===== config.mk =====
export PLATFORM = sky130hd
export DESIGN_NAME = pipeline_ctrl_sequencer
export DESIGN_NICKNAME = d
export VERILOG_FILES = /design/src/rtl/pipeline_ctrl_sequencer_pkg.sv /design/src/rtl/pipeline_ctrl_sequencer_hazard_detect_lu.sv /design/src/rtl/pipeline_ctrl_sequencer_sat_cnt.sv /design/src/rtl/pipeline_ctrl_sequencer.sv
export SDC_FILE = /design/constraint.sdc
export NUM_CORES = 1
export LEC_CHECK = 0
export ABC_AREA = 0
export BUFFER_PORTS_ARGS = -buffer_cell sky130_fd_sc_hd__buf_2
export CORE_ASPECT_RATIO = 2
export CORE_MARGIN = 2
export CORE_UTILIZATION = 57
export DETAILED_ROUTE_END_ITERATION = 7
export PLACE_DENSITY = 0.81
export SYNTH_ARGS = -nofsm -noshare
export SYNTH_HDL_FRONTEND = slang
export SYNTH_HIERARCHICAL = 1
export SYNTH_SLANG_ARGS = --single-unit

===== constraint.sdc =====
create_clock -name i_clk -period 3.97 [get_ports i_clk]
set_clock_uncertainty 0.15 [all_clocks]
set_input_delay 0.1985 -clock i_clk [delete_from_list [all_inputs] [get_ports i_clk]]
set_output_delay 0.1985 -clock i_clk [all_outputs]
set_load 0.01 [all_outputs]

===== src/rtl/pipeline_ctrl_sequencer_pkg.sv =====
// rtl/pipeline_ctrl_sequencer_pkg.sv - shared state encodings and widths for the pipeline sequencer
package pipeline_ctrl_sequencer_pkg;

    typedef enum logic [1:0] {
        ST_RUN  = 2'b00,
        ST_HALT = 2'b01,
        ST_STEP = 2'b10,
        ST_END  = 2'b11
    } seq_state_t;

    localparam int NB_REG_DEFAULT = 5;
    localparam int NB_CNT_DEFAULT = 32;

endpackage


===== src/rtl/pipeline_ctrl_sequencer_hazard_detect_lu.sv =====
// rtl/pipeline_ctrl_sequencer_hazard_detect_lu.sv - load-use hazard detection between ID/EX and IF/ID
module hazard_detect_lu #(
    parameter int NB_REG = 5
) (
    input  logic              id_ex_mem_rd,
    input  logic [NB_REG-1:0] id_ex_rt,
    input  logic [NB_REG-1:0] if_id_rs,
    input  logic [NB_REG-1:0] if_id_rt,
    output logic              lu
);

    // $zero is never a real dependency, so a load into r0 never stalls
    assign lu = id_ex_mem_rd && (id_ex_rt != '0) &&
                ((id_ex_rt == if_id_rs) || (id_ex_rt == if_id_rt));

endmodule


===== src/rtl/pipeline_ctrl_sequencer_sat_cnt.sv =====
// rtl/pipeline_ctrl_sequencer_sat_cnt.sv - saturating up-counter for cycle and stall statistics
module sat_cnt #(
    parameter int W = 32
) (
    input  logic         clk,
    input  logic         rst,
    input  logic         inc,
    output logic [W-1:0] cnt
);

    always_ff @(posedge clk) begin
        if (rst) begin
            cnt <= '0;
        end else if (inc && (cnt != '1)) begin
            cnt <= cnt + 1'b1;
        end
    end

endmodule


===== src/rtl/pipeline_ctrl_sequencer.sv =====
// rtl/pipeline_ctrl_sequencer.sv - stall/flush/freeze sequencer and debug execution FSM for the 5-stage pipeline
module pipeline_ctrl_sequencer
    import pipeline_ctrl_sequencer_pkg::*;
#(
    parameter int NB_REG    = NB_REG_DEFAULT,
    parameter int NB_CNT    = NB_CNT_DEFAULT,
    parameter int START_RUN = 0
) (
    input  logic              i_clk,
    input  logic              i_rst,
    input  logic              i_id_ex_mem_rd,
    input  logic [NB_REG-1:0] i_id_ex_rt,
    input  logic [NB_REG-1:0] i_if_id_rs,
    input  logic [NB_REG-1:0] i_if_id_rt,
    input  logic              i_branch_taken,
    input  logic              i_wb_halt,
    input  logic              i_dbg_run,
    input  logic              i_dbg_halt,
    input  logic              i_dbg_step,
    output logic              o_pc_en,
    output logic              o_if_id_en,
    output logic              o_if_id_flush,
    output logic              o_id_ex_en,
    output logic              o_id_ex_bubble,
    output logic              o_ex_mem_en,
    output logic              o_mem_wb_en,
    output logic              o_step_done,
    output logic              o_halted,
    output logic              o_end,
    output logic [NB_CNT-1:0] o_cycle_cnt,
    output logic [NB_CNT-1:0] o_stall_cnt
);

    seq_state_t state;
    logic       lu;
    logic       active;
    logic       stall;

    hazard_detect_lu #(.NB_REG(NB_REG)) u_hazard (
        .id_ex_mem_rd (i_id_ex_mem_rd),
        .id_ex_rt     (i_id_ex_rt),
        .if_id_rs     (i_if_id_rs),
        .if_id_rt     (i_if_id_rt),
        .lu           (lu)
    );

    always_ff @(posedge i_clk) begin
        if (i_rst) begin
            state       <= (START_RUN != 0) ? ST_RUN : ST_HALT;
            o_step_done <= 1'b0;
        end else begin
            o_step_done <= (state == ST_STEP);
            case (state)
                ST_RUN: begin
                    if (i_wb_halt)       state <= ST_END;
                    else if (i_dbg_halt) state <= ST_HALT;
                end
                ST_HALT: begin
                    // a simultaneous halt request cancels run/step
                    if (!i_dbg_halt) begin
                        if (i_dbg_run)       state <= ST_RUN;
                        else if (i_dbg_step) state <= ST_STEP;
                    end
                end
                ST_STEP: state <= i_wb_halt ? ST_END : ST_HALT;
                ST_END:  state <= ST_END;
                default: state <= ST_HALT;
            endcase
        end
    end

    // freeze dominates the load-use stall, which in turn suppresses a branch flush
    assign active         = !i_rst && ((state == ST_RUN) || (state == ST_STEP));
    assign stall          = active && lu;
    assign o_pc_en        = active && !lu;
    assign o_if_id_en     = active && !lu;
    assign o_if_id_flush  = active && !lu && i_branch_taken;
    assign o_id_ex_en     = active;
    assign o_id_ex_bubble = stall;
    assign o_ex_mem_en    = active;
    assign o_mem_wb_en    = active;
    assign o_halted       = (state == ST_HALT);
    assign o_end          = (state == ST_END);

    sat_cnt #(.W(NB_CNT)) u_cycle_cnt (
        .clk (i_clk),
        .rst (i_rst),
        .inc (active),
        .cnt (o_cycle_cnt)
    );

    sat_cnt #(.W(NB_CNT)) u_stall_cnt (
        .clk (i_clk),
        .rst (i_rst),
        .inc (stall),
        .cnt (o_stall_cnt)
    );

endmodule


==> summary.txt, run 1 <==
Outcome
  • Status: complete, no violations

Route
  • DRC: 0
  • DRT iter0 DRCs: 287
  • Post-Route M1 WL: 3.51 mm
  • Routed wl met2: 5.54 mm
  • DR WL met3: 387 um
  • Drt pass-1 iters: 5
  • Final wirelength: 9.76 mm
  • Routed len/inst: 16.0 um
  • Final ANT Viol Nets: 0
  • Vias: 3,831
  • Top Metal Used: met4
  • Vias/cell: 6.26

Timing
  • RSZ-0062 raised after global routing: no
  • Fin. max-slew vios: 0
  • Slew @ Worst Pin: 0.761 ns
  • Max Fclk: 321 MHz
  • # setup viols final: 0
  • Setup_tns: 0 ns
  • Max_slew headroom: 0.493
  • Final min period: 3.11 ns
  • Hold Vio Cnt, Final: 0
  • Final Cycle Share: 0.784

Yosys
  • Post-synth top area share: 0.368
  • Syn Nets: 460
  • Fraction of registers with async set/reset: 0
  • Synth area leader: dfxtp_1
  • Post-synth EDFFs: 0
  • Gate Count Post-Synth: 435
  • Most common cell in the netlist: dfxtp_1
  • Part of the Yosys area used for sequential elements: 0.368
  • Synthesized area per cell: 8.38 um2
  • Syn. warnings: 6
  • #FFs+latches synth: 67
  • Synth top area cells: dfxtp_1 (37%), a21oi_1 (6.2%), or4_1 (5.1%), o31ai_1 (4.9%), nand3_1 (3.8%)
  • Commonest cells post-synth: dfxtp_1 (67), a21oi_1 (45), nor2_1 (30)
  • Post-Syn Area: 3640 um2
  • Yosys cell types: 43
  • Top_reg_cell synth: dfxtp_1

CTS
  • CTS tree: yes
  • Post-cts sizing count: 0
  • H-tree levels: 3
  • CTS sink count: 67
  • Worst-Skew Late Latency: 0.33 ns
  • Reg clk slew, reported paths: 0.05 ns
  • Bufs on Longest Clock Path: 2
  • Clock root buffer: clkbuf_16
  • CTS Buf Count: 9

Placed design
  • Placer Congestion: 0.908
  • Detail Placement HPWL: 7.09 mm
  • I/O Buffers: 96

Global routing
  • GR Util All Layers: 0.285
  • Pin count of the biggest net entering global routing: 74
  • First-pass GRT wire length: 15.6 mm
  • Initial antenna violation count: 0
  • Gr ovfl total: 0
  • Vias in the first global route: 3,543

Pwr
  • Register share of total power: 0.441
  • Pwr per Cell Area: 343 nW/um2
  • Int Pwr: 0.00123 W
  • Max VDD drop: 285 uV
  • Clock power frac: 0.521
  • Leak: 1.65 nW
  • Combinational power share: 0.038
  • Sw Share: 0.200
  • Psw: 0.000308 W

Worst setup path
  • Crit path cell chain: nor2_1 > and2_1 > nand4_1 > buf_4 > nor4_2 > nand4_1 > nor4_1 > mux2_2
  • Critical path startpoint category: flip-flop
  • Crit path from: state[0]
  • Cell repeated most along the worst path: nand4_1
  • Reg-to-reg setup timing slack: 0.86 ns
  • Slowest cell on the critical path: nor2_1
  • Number of cells on the critical path: 8
  • Endpoint class of the critical path: flip-flop
  • WP buf/inv: 1
  • R2r worst-path depth: 8
  • R2r endpoint: u_stall_cnt/cnt[31]
  • Delay-heaviest family, CP: simple AND/OR/NAND/NOR gates
  • Origin of the critical flop-to-flop path: state[0]
  • Maximum fanout along the worst path: 10
  • Slowest Stage Delay on Critical Path: 0.53 ns
  • Worst setup path end: u_stall_cnt/cnt[31]
  • Data required time of the critical path: 4.03 ns
  • Crit path DAT: 3.18 ns
  • Setup Crit Path Kind: flip-flop to flip-flop

Finish
  • Share of layout cells above drive strength 1: 0.255
  • Register Area: 1340 um2
  • # fillers: 543
  • Layout area overhead: 23.0%
  • Final #Nets: 548
  • Multi-input logic area: 2180 um2
  • Fin util: 0.716
  • Inserted Diodes: 0

Floorplan
  • FP Rows: 41
  • Die Ht: 117 um
  • Die X: 60.5 um
  • Die Area: 7090 um2
  • Starting Density: 0.582
  • CORE AREA: 6260 um2
  • IO Pins: 97

Run
  • Max cap viols: 0

Worst hold path
  • Path type of the worst min-delay path: input port to flip-flop
-- placed cells by master (no fill, tap or decap), drive strengths merged, types with 6 or more instances in the layout --
master | synthesis | final
a21oi | 45 | 45
and2 | 6 | 6
and3 | 8 | 8
and4 | 8 | 8
buf | 9 | 101
clkbuf | 16 | 12
dfxtp | 67 | 67
nand2 | 20 | 20
nand3 | 30 | 30
nand4 | 20 | 20
nor2 | 30 | 30
nor3 | 8 | 8
nor4 | 10 | 10
o21ai | 17 | 17
o31ai | 24 | 24
or3 | 22 | 22
or4 | 25 | 25
xnor2 | 16 | 16
xor2 | 8 | 8
-- worst min-delay path by stage --
stage	slack (ns)	cells past startpoint	start	endpoint
3_5_place_dp	0.29	3	i_dbg_halt	state[0]
3_3_place_gp	0.27	3	i_dbg_halt	state[0]
5_1_grt	0.005	2	i_dbg_step	state[0]
6_report	0.0005	2	i_dbg_step	state[0]
4_1_cts	0.0001	2	i_dbg_step	state[0]
2_1_floorplan	0.11	1	i_rst	state[1]
-- kinds of logic after synthesis --
logic type	Yosys count	synth area share
XOR/XNOR	24	0.0577
AND/OR/NAND/NOR	204	0.332
adder cells (fa/ha/maj)	2	0.00686
flip-flops	67	0.368
buffers and inverters	30	0.0360
AO/OA/AOI/OAI	102	0.182
multiplexers	6	0.0179
-- state kept, by name, summed over array words and instances (netlist names) --
signal	cells
o_step_done	1
state	2
u_cycle_cnt/cnt	32
u_stall_cnt/cnt	32
-- power groups by stage --
stage	Combinational, W	Clock, W	Sequential [W]
after CTS	0.0000584	0.000812	0.000678
after detailed placement	0.0000576	0	0.000693
after floorplan	0.0000334	0	0.000692
final	0.0000583	0.000800	0.000678
after global placement	0.0000556	0	0.000692
after global routing	0.0000639	0.000843	0.000678
-- per-stage QoR --
stage | hold slack [ns] | area, um2 | power [W] | std cells | worst slack (ns)
2_1_floorplan | 0.113 | 3640 | 0.000726 | 435 | 1.08
3_3_place_gp | 0.271 | 4170 | 0.000748 | 597 | 0.936
6_report | 0.000549 | 4480 | 0.00154 | 612 | 0.858
4_1_cts | 0.000147 | 4480 | 0.00155 | 612 | 0.919
5_1_grt | 0.00546 | 4480 | 0.00158 | 612 | 0.758
3_5_place_dp | 0.293 | 4170 | 0.000750 | 597 | 0.865
-- per-layer routing --
layer,vias up,global-route usage
li1,1834,-
met1,1852,0.285
met2,120,0.539
met3,25,0.0582
met4,0,0.130
met5,-,0
-- cell type report --
type | instances | area share
Clock buffer | 12 | 0.0595
Clock inverter | 2 | 0.00782
Sequential cell | 67 | 0.299
Inverter | 5 | 0.00419
Timing Repair Buffer | 102 | 0.118
Tap cell | 86 | 0.0240
Multi-Input combinational cell | 338 | 0.487
-- what timing repair did --
action	CTS	global route
hold endpoints to repair	1	0
setup buffers	0	0
hold buffers	1	0
Note: power is estimated with default switching activity, not from simulation.
==> run 2: changes to the inputs <==
--- a/config.mk
+++ b/config.mk
@@ -9,9 +9,9 @@
 export BUFFER_PORTS_ARGS = -buffer_cell sky130_fd_sc_hd__buf_2
 export CORE_ASPECT_RATIO = 2
 export CORE_MARGIN = 2
-export CORE_UTILIZATION = 57
+export CORE_UTILIZATION = 48
 export DETAILED_ROUTE_END_ITERATION = 7
-export PLACE_DENSITY = 0.81
+export PLACE_DENSITY = 0.73
 export SYNTH_ARGS = -nofsm -noshare
 export SYNTH_HDL_FRONTEND = slang
 export SYNTH_HIERARCHICAL = 1
==> constraint.sdc (replaced) <==
create_clock -name i_clk -period 2.7 [get_ports i_clk]
set_clock_uncertainty 0.15 [all_clocks]
set_input_delay 0.135 -clock i_clk [delete_from_list [all_inputs] [get_ports i_clk]]
set_output_delay 0.135 -clock i_clk [all_outputs]
set_load 0.01 [all_outputs]
==> summary.txt, run 2 (synthesis results as in run 1) <==
Timing
  • Fin. max-slew vios: 0 (unchanged)
  • Max_slew headroom: 0.489 (-0.00360)
  • Max Fclk: 407 MHz (+27%)
  • Final Cycle Share: 0.911 (+0.127)
  • Slew @ Worst Pin: 0.766 ns (+0.00540 ns)
  • RSZ-0062 raised after global routing: no
  • Final min period: 2.46 ns (-0.652 ns)
  • Hold Slack: 0.162 ns (+0.161 ns)
  • Setup_tns: 0 ns (unchanged)
  • # setup viols final: 0 (unchanged)
  • Hold Vio Cnt, Final: 0 (unchanged)

Outcome
  • Status: complete, no violations

Worst setup path
  • Crit path from: u_cycle_cnt/cnt[16]
  • Slowest Stage Delay on Critical Path: 0.54 ns (about the same)
  • Crit path DAT: 2.53 ns (-0.65 ns)
  • Origin of the critical flop-to-flop path: u_cycle_cnt/cnt[16]
  • Crit path cell chain: nand3_2 > or3b_1 > nor4_2 > buf_4 > nor3b_1 > mux2_1
  • Setup Crit Path Kind: flip-flop to flip-flop
  • R2r worst-path depth: 6 (-2)
  • Maximum fanout along the worst path: 7 (-3)
  • Data required time of the critical path: 2.77 ns (-1.26 ns)
  • Slowest cell on the critical path: or3b_1
  • Endpoint class of the critical path: flip-flop
  • Reg-to-reg setup timing slack: 0.24 ns (-0.62 ns)
  • Critical path startpoint category: flip-flop
  • R2r endpoint: u_cycle_cnt/cnt[21]

CTS
  • Bufs on Longest Clock Path: 2 (unchanged)
  • CTS sink count: 67 (unchanged)
  • Post-CTS Hold Buffers: 4 (+3)
  • Clock root buffer: clkbuf_16
  • H-tree levels: 3 (unchanged)
  • CTS tree: yes
  • # Post-CTS Setup Buffers: 0 (unchanged)
  • Worst-Skew Late Latency: 0.34 ns (about the same)
  • Post-cts sizing count: 0 (unchanged)
  • CTS Buf Count: 9 (unchanged)
  • Reg clk slew, reported paths: 0.05 ns (about the same)

Finish
  • Final #Nets: 566 (+3.3%)
  • Layout area overhead: 27.6%
  • Register Area: 1340 um2 (unchanged)
  • # fillers: 673 (+24%)
  • Commonest non-fill, non-tap cell in the layout: buf_2
  • Fin area: 4650 um2 (+3.8%)
  • Multi-input logic area: 2200 um2 (+0.52%)
  • Share of layout cells above drive strength 1: 0.278 (+0.0236)
  • Biggest regs: u_cycle_cnt/cnt x32, u_stall_cnt/cnt x32, state x2
  • Inserted Diodes: 0 (unchanged)
  • Most frequent cells in the layout: buf_2 (96), dfxtp_1 (67), a21oi_1 (45)
  • Fin util: 0.621 (-0.0951)

Placed design
  • Placed cell area: 4320 um2 (+3.5%)
  • Placer Congestion: 0.788 (-13%)
  • Detail Placement HPWL: 6.44 mm (-9.1%)
  • I/O Buffers: 96 (unchanged)

Global routing
  • Vias in the first global route: 3,249 (-8.3%)
  • GR Util met2: 0.357 (-0.182)
  • Met3 Track Usage GR: 0.0607 (+0.00250)
  • Gr ovfl total: 0 (unchanged)
  • Met1 Usage GRT: 0.291 (+0.00553)
  • GR Util All Layers: 0.227 (-0.0587)
  • Initial antenna violation count: 0 (unchanged)
  • GRT busiest layer: met2
  • First-pass GRT wire length: 15.0 mm (-4.1%)
  • Pin count of the biggest net entering global routing: 74 (unchanged)

Pwr
  • Tot Pwr: 0.00224 W (+46%)
  • Leak: 1.75 nW (+6.4%)
  • Pwr per Cell Area: 482 nW/um2 (+40%)
  • Max VDD drop: 300 uV (+5.2%)

Floorplan
  • IO Pins: 97 (unchanged)
  • CORE AREA: 7490 um2 (+20%)
  • Die Ht: 127 um (+8.7%)
  • Die X: 65.6 um (+8.4%)
  • FP Rows: 45 (+9.8%)
  • Die Area: 8350 um2 (+18%)
  • Starting Density: 0.487 (-0.0957)

Worst hold path
  • Hold path depth: 4 (+2)
  • Worst Hold End: o_step_done
  • Path type of the worst min-delay path: input port to flip-flop
  • Min-delay src: i_rst

Route
  • Drt pass-1 iters: 4 (-1)
  • DRC: 0 (unchanged)
  • Routed len/inst: 14.1 um (-11%)
  • Vias: 3,728 (-2.7%)
  • Vias/cell: 5.83 (-6.9%)
  • Final ANT Viol Nets: 0 (unchanged)
  • DRT iter0 DRCs: 232 (-19%)
  • Final wirelength: 9.04 mm (-7.4%)

Run
  • Max cap viols: 0 (unchanged)
-- run 2: worst max-delay path by stage --
stage | slack (ns) | cells after the start | endpoint
after floorplan | 0.02 | 7 | u_stall_cnt/cnt[31]
after global placement | 0.04 | 12 | u_stall_cnt/cnt[29]
after detailed placement | 0.01 | 12 | u_stall_cnt/cnt[29]
after CTS | 0.23 | 6 | u_cycle_cnt/cnt[21]
after global routing | 0.06 | 6 | u_cycle_cnt/cnt[21]
final | 0.24 | 6 | u_cycle_cnt/cnt[21]
-- run 2: routing by layer --
layer	wire length (um)	part of all wire
met5	0	0
met1	4050	0.45
met2	4260	0.47
met3	579	0.064
met4	153	0.017
-- run 2: power breakdown --
group          switching [W]  leakage [nW]  internal, W
Clock               0.000421         0.152     0.000730
Combinational      0.0000500          1.06    0.0000412
Sequential        0.00000461         0.540     0.000993
-- run 2: cell type report --
cell class              count  area share
clock buffers              10      0.0514
clock inverters             6      0.0118
inverters                   5     0.00404
multi-input cells         338       0.472
flip-flops and latches     67       0.288
well taps                  94      0.0253
repair buffers            120       0.147
-- run 2: worst max-delay path: cells and delay by family, from the launching register on --
kind,cells,cell delay (ns)
muxes,1,0.30
DFF,1,0.45
and+or+nand+nor,4,1.21
buffers and inverters,1,0.23
-- run 2: stage by stage --
stage          worst slack, ns  std cells
3_5_place_dp            0.0145        620
4_1_cts                  0.234        640
5_1_grt                 0.0572        640
2_1_floorplan           0.0189        435
3_3_place_gp            0.0419        620
6_report                 0.240        640
==> run 3: changes to the inputs <==
--- a/config.mk
+++ b/config.mk
@@ -6,12 +6,12 @@
 export NUM_CORES = 1
 export LEC_CHECK = 0
 export ABC_AREA = 0
-export BUFFER_PORTS_ARGS = -buffer_cell sky130_fd_sc_hd__buf_2
 export CORE_ASPECT_RATIO = 2
 export CORE_MARGIN = 2
-export CORE_UTILIZATION = 48
+export CORE_UTILIZATION = 57
 export DETAILED_ROUTE_END_ITERATION = 7
-export PLACE_DENSITY = 0.73
+export DONT_BUFFER_PORTS = 1
+export PLACE_DENSITY = 0.71
 export SYNTH_ARGS = -nofsm -noshare
 export SYNTH_HDL_FRONTEND = slang
 export SYNTH_HIERARCHICAL = 1
==> summary.txt, run 3 (synthesis results as in run 1) <==
Outcome
  • Status: complete, no violations

Global routing
  • Met1 Usage GRT: 0.251 (-0.0394)
  • Vias in the first global route: 3,577 (+10%)
  • GR Util met2: 0.570 (+0.212)
  • Pin count of the biggest net entering global routing: 71 (-4.1%)
  • First-pass GRT wire length: 15.9 mm (+6.4%)
  • Initial antenna violation count: 0 (unchanged)
  • Gr ovfl total: 0 (unchanged)
  • Met3 Track Usage GR: 0.0868 (+0.0261)
  • GR Util All Layers: 0.300 (+0.0731)
  • GRT busiest layer: met2

CTS
  • CTS Buf Count: 9 (unchanged)
  • Worst-Skew Late Latency: 0.33 ns (about the same)
  • H-tree levels: 3 (unchanged)
  • CTS sink count: 67 (unchanged)
  • Bufs on Longest Clock Path: 2 (unchanged)
  • Post-CTS Hold Buffers: 6 (+2)
  • Reg clk slew, reported paths: 0.06 ns (about the same)
  • Clock root buffer: clkbuf_16
  • CTS tree: yes
  • Post-cts sizing count: 0 (unchanged)
  • # Post-CTS Setup Buffers: 0 (unchanged)

Route
  • DRC: 0 (unchanged)
  • Final wirelength: 10.4 mm (+15%)
  • Final ANT Viol Nets: 0 (unchanged)
  • DRT iter0 DRCs: 182 (-22%)
  • Routed len/inst: 18.6 um (+32%)
  • Vias/cell: 6.46 (+11%)
  • Drt pass-1 iters: 4 (unchanged)
  • Vias: 3,610 (-3.2%)

Pwr
  • Pwr per Cell Area: 534 nW/um2 (+11%)
  • Psw: 0.000484 W (+1.7%)
  • Sw Share: 0.207 (-0.00553)
  • Combinational power share: 0.029 (-0.012)
  • Register share of total power: 0.427 (-0.018)
  • Leak: 1.38 nW (-21%)
  • Clock power frac: 0.544 (+0.030)
  • Int Pwr: 0.00186 W (+5.1%)
  • Max VDD drop: 379 uV (+26%)

Placed design
  • Placed cell area: 3970 um2 (-8.0%)
  • I/O Buffers: 0 (-100%)
  • Detail Placement HPWL: 7.41 mm (+15%)
  • Placer Congestion: 0.912 (+16%)

Floorplan
  • Die Ht: 117 um (-8.0%)
  • CORE AREA: 6260 um2 (-16%)
  • Die X: 60.5 um (-7.7%)
  • Die Area: 7090 um2 (-15%)
  • Starting Density: 0.582 (+0.0957)
  • IO Pins: 97 (unchanged)
  • FP Rows: 41 (-8.9%)

Finish
  • Biggest regs: u_cycle_cnt/cnt x32, u_stall_cnt/cnt x32, state x2
  • Commonest non-fill, non-tap cell in the layout: dfxtp_1
  • Fin util: 0.699 (+0.0783)
  • Final #Nets: 493 (-13%)
  • Inserted Diodes: 0 (unchanged)
  • Layout area overhead: 20.1%
  • Register Area: 1340 um2 (unchanged)
  • Multi-input logic area: 2200 um2 (unchanged)
  • Fin area: 4380 um2 (-5.9%)
  • Share of layout cells above drive strength 1: 0.165 (-0.113)
  • # fillers: 559 (-17%)
  • Most frequent cells in the layout: dfxtp_1 (67), a21oi_1 (45), buf_4 (41)

Timing
  • # setup viols final: 0 (unchanged)
  • Slew @ Worst Pin: 0.616 ns (-0.151 ns)
  • Max_slew headroom: 0.579 (+0.0898)
  • Hold Vio Cnt, Final: 0 (unchanged)
  • Max Fclk: 410 MHz (+0.88%)
  • Fin. max-slew vios: 0 (unchanged)
  • RSZ-0062 raised after global routing: no
  • Setup_tns: 0 ns (unchanged)
  • Final Cycle Share: 0.903 (-0.00793)
  • Final min period: 2.44 ns (-0.0214 ns)

Worst hold path
  • Hold path depth: 2 (-2)
  • Path type of the worst min-delay path: input port to flip-flop

Worst setup path
  • Crit path DAT: 2.55 ns (+0.02 ns)
  • Endpoint class of the critical path: flip-flop
  • R2r worst-path depth: 5 (-1)
  • Critical path startpoint category: flip-flop
  • Maximum fanout along the worst path: 6 (-1)
  • Setup Crit Path Kind: flip-flop to flip-flop
  • Data required time of the critical path: 2.82 ns (+0.05 ns)

Run
  • Max cap viols: 0 (unchanged)
-- run 3: cell types whose count changed in the layout (fill, tap and decap cells not counted), sizes merged --
cell	previous run	this run
bufinv	1	2
dlygate4sd3	4	5
clkinvlp	0	2
clkinv	5	2
buf	116	42
-- run 3: path summary, 6_finish.rpt --
kind	startpoint	endpoint	slack (ns)
min	i_rst	u_cycle_cnt/cnt[6]	0.01
max	u_cycle_cnt/cnt[19]	u_cycle_cnt/cnt[30]	0.26
max reg2reg	u_cycle_cnt/cnt[19]	u_cycle_cnt/cnt[30]	0.26
min reg2reg	state[1]	o_step_done	0.37
-- run 3: through the flow --
stage / hold slack (ns) / std cells / setup WS (ns) / power [W]
6_report: 0.0132 / 559 / 0.262 / 0.00234
5_1_grt: 0.0232 / 559 / 0.123 / 0.00241
4_1_cts: 0.0105 / 559 / 0.274 / 0.00236
3_5_place_dp: 0.0608 / 537 / 0.149 / 0.00106
3_3_place_gp: 0.0566 / 537 / 0.231 / 0.00106
2_1_floorplan: 0.0496 / 435 / 0.0189 / 0.00107
-- run 3: cell type report --
cell class	count	share of cell area
Multi-Input combinational cell	338	0.502
Clock buffer	10	0.0546
Sequential cell	67	0.306
Tap cell	86	0.0246
Timing Repair Buffer	47	0.0881
Clock inverter	6	0.0203
Inverter	5	0.00429
-- run 3: metal layers --
layer | share of wire | up-vias
li1 | - | 1727
met1 | 0.33 | 1741
met2 | 0.56 | 112
met3 | 0.060 | 30
met4 | 0.043 | 0
met5 | 0 | -
-- run 3: power by group through the flow --
stage          clock network [W]  logic (W)  registers (W)
2_1_floorplan                  0  0.0000492        0.00102
3_3_place_gp                   0  0.0000386        0.00102
3_5_place_dp                   0  0.0000400        0.00102
4_1_cts                  0.00129  0.0000678       0.000998
5_1_grt                  0.00134  0.0000748       0.000998
6_report                 0.00127  0.0000684       0.000998
-- run 3: worst max-delay path: stages, from the launching register on --
cell and delay (ns):
dfxtp_1 0.47, nand2_1 0.19, or3b_1 0.52, or3_4 0.44
or4_1 0.47, a21oi_1 0.14
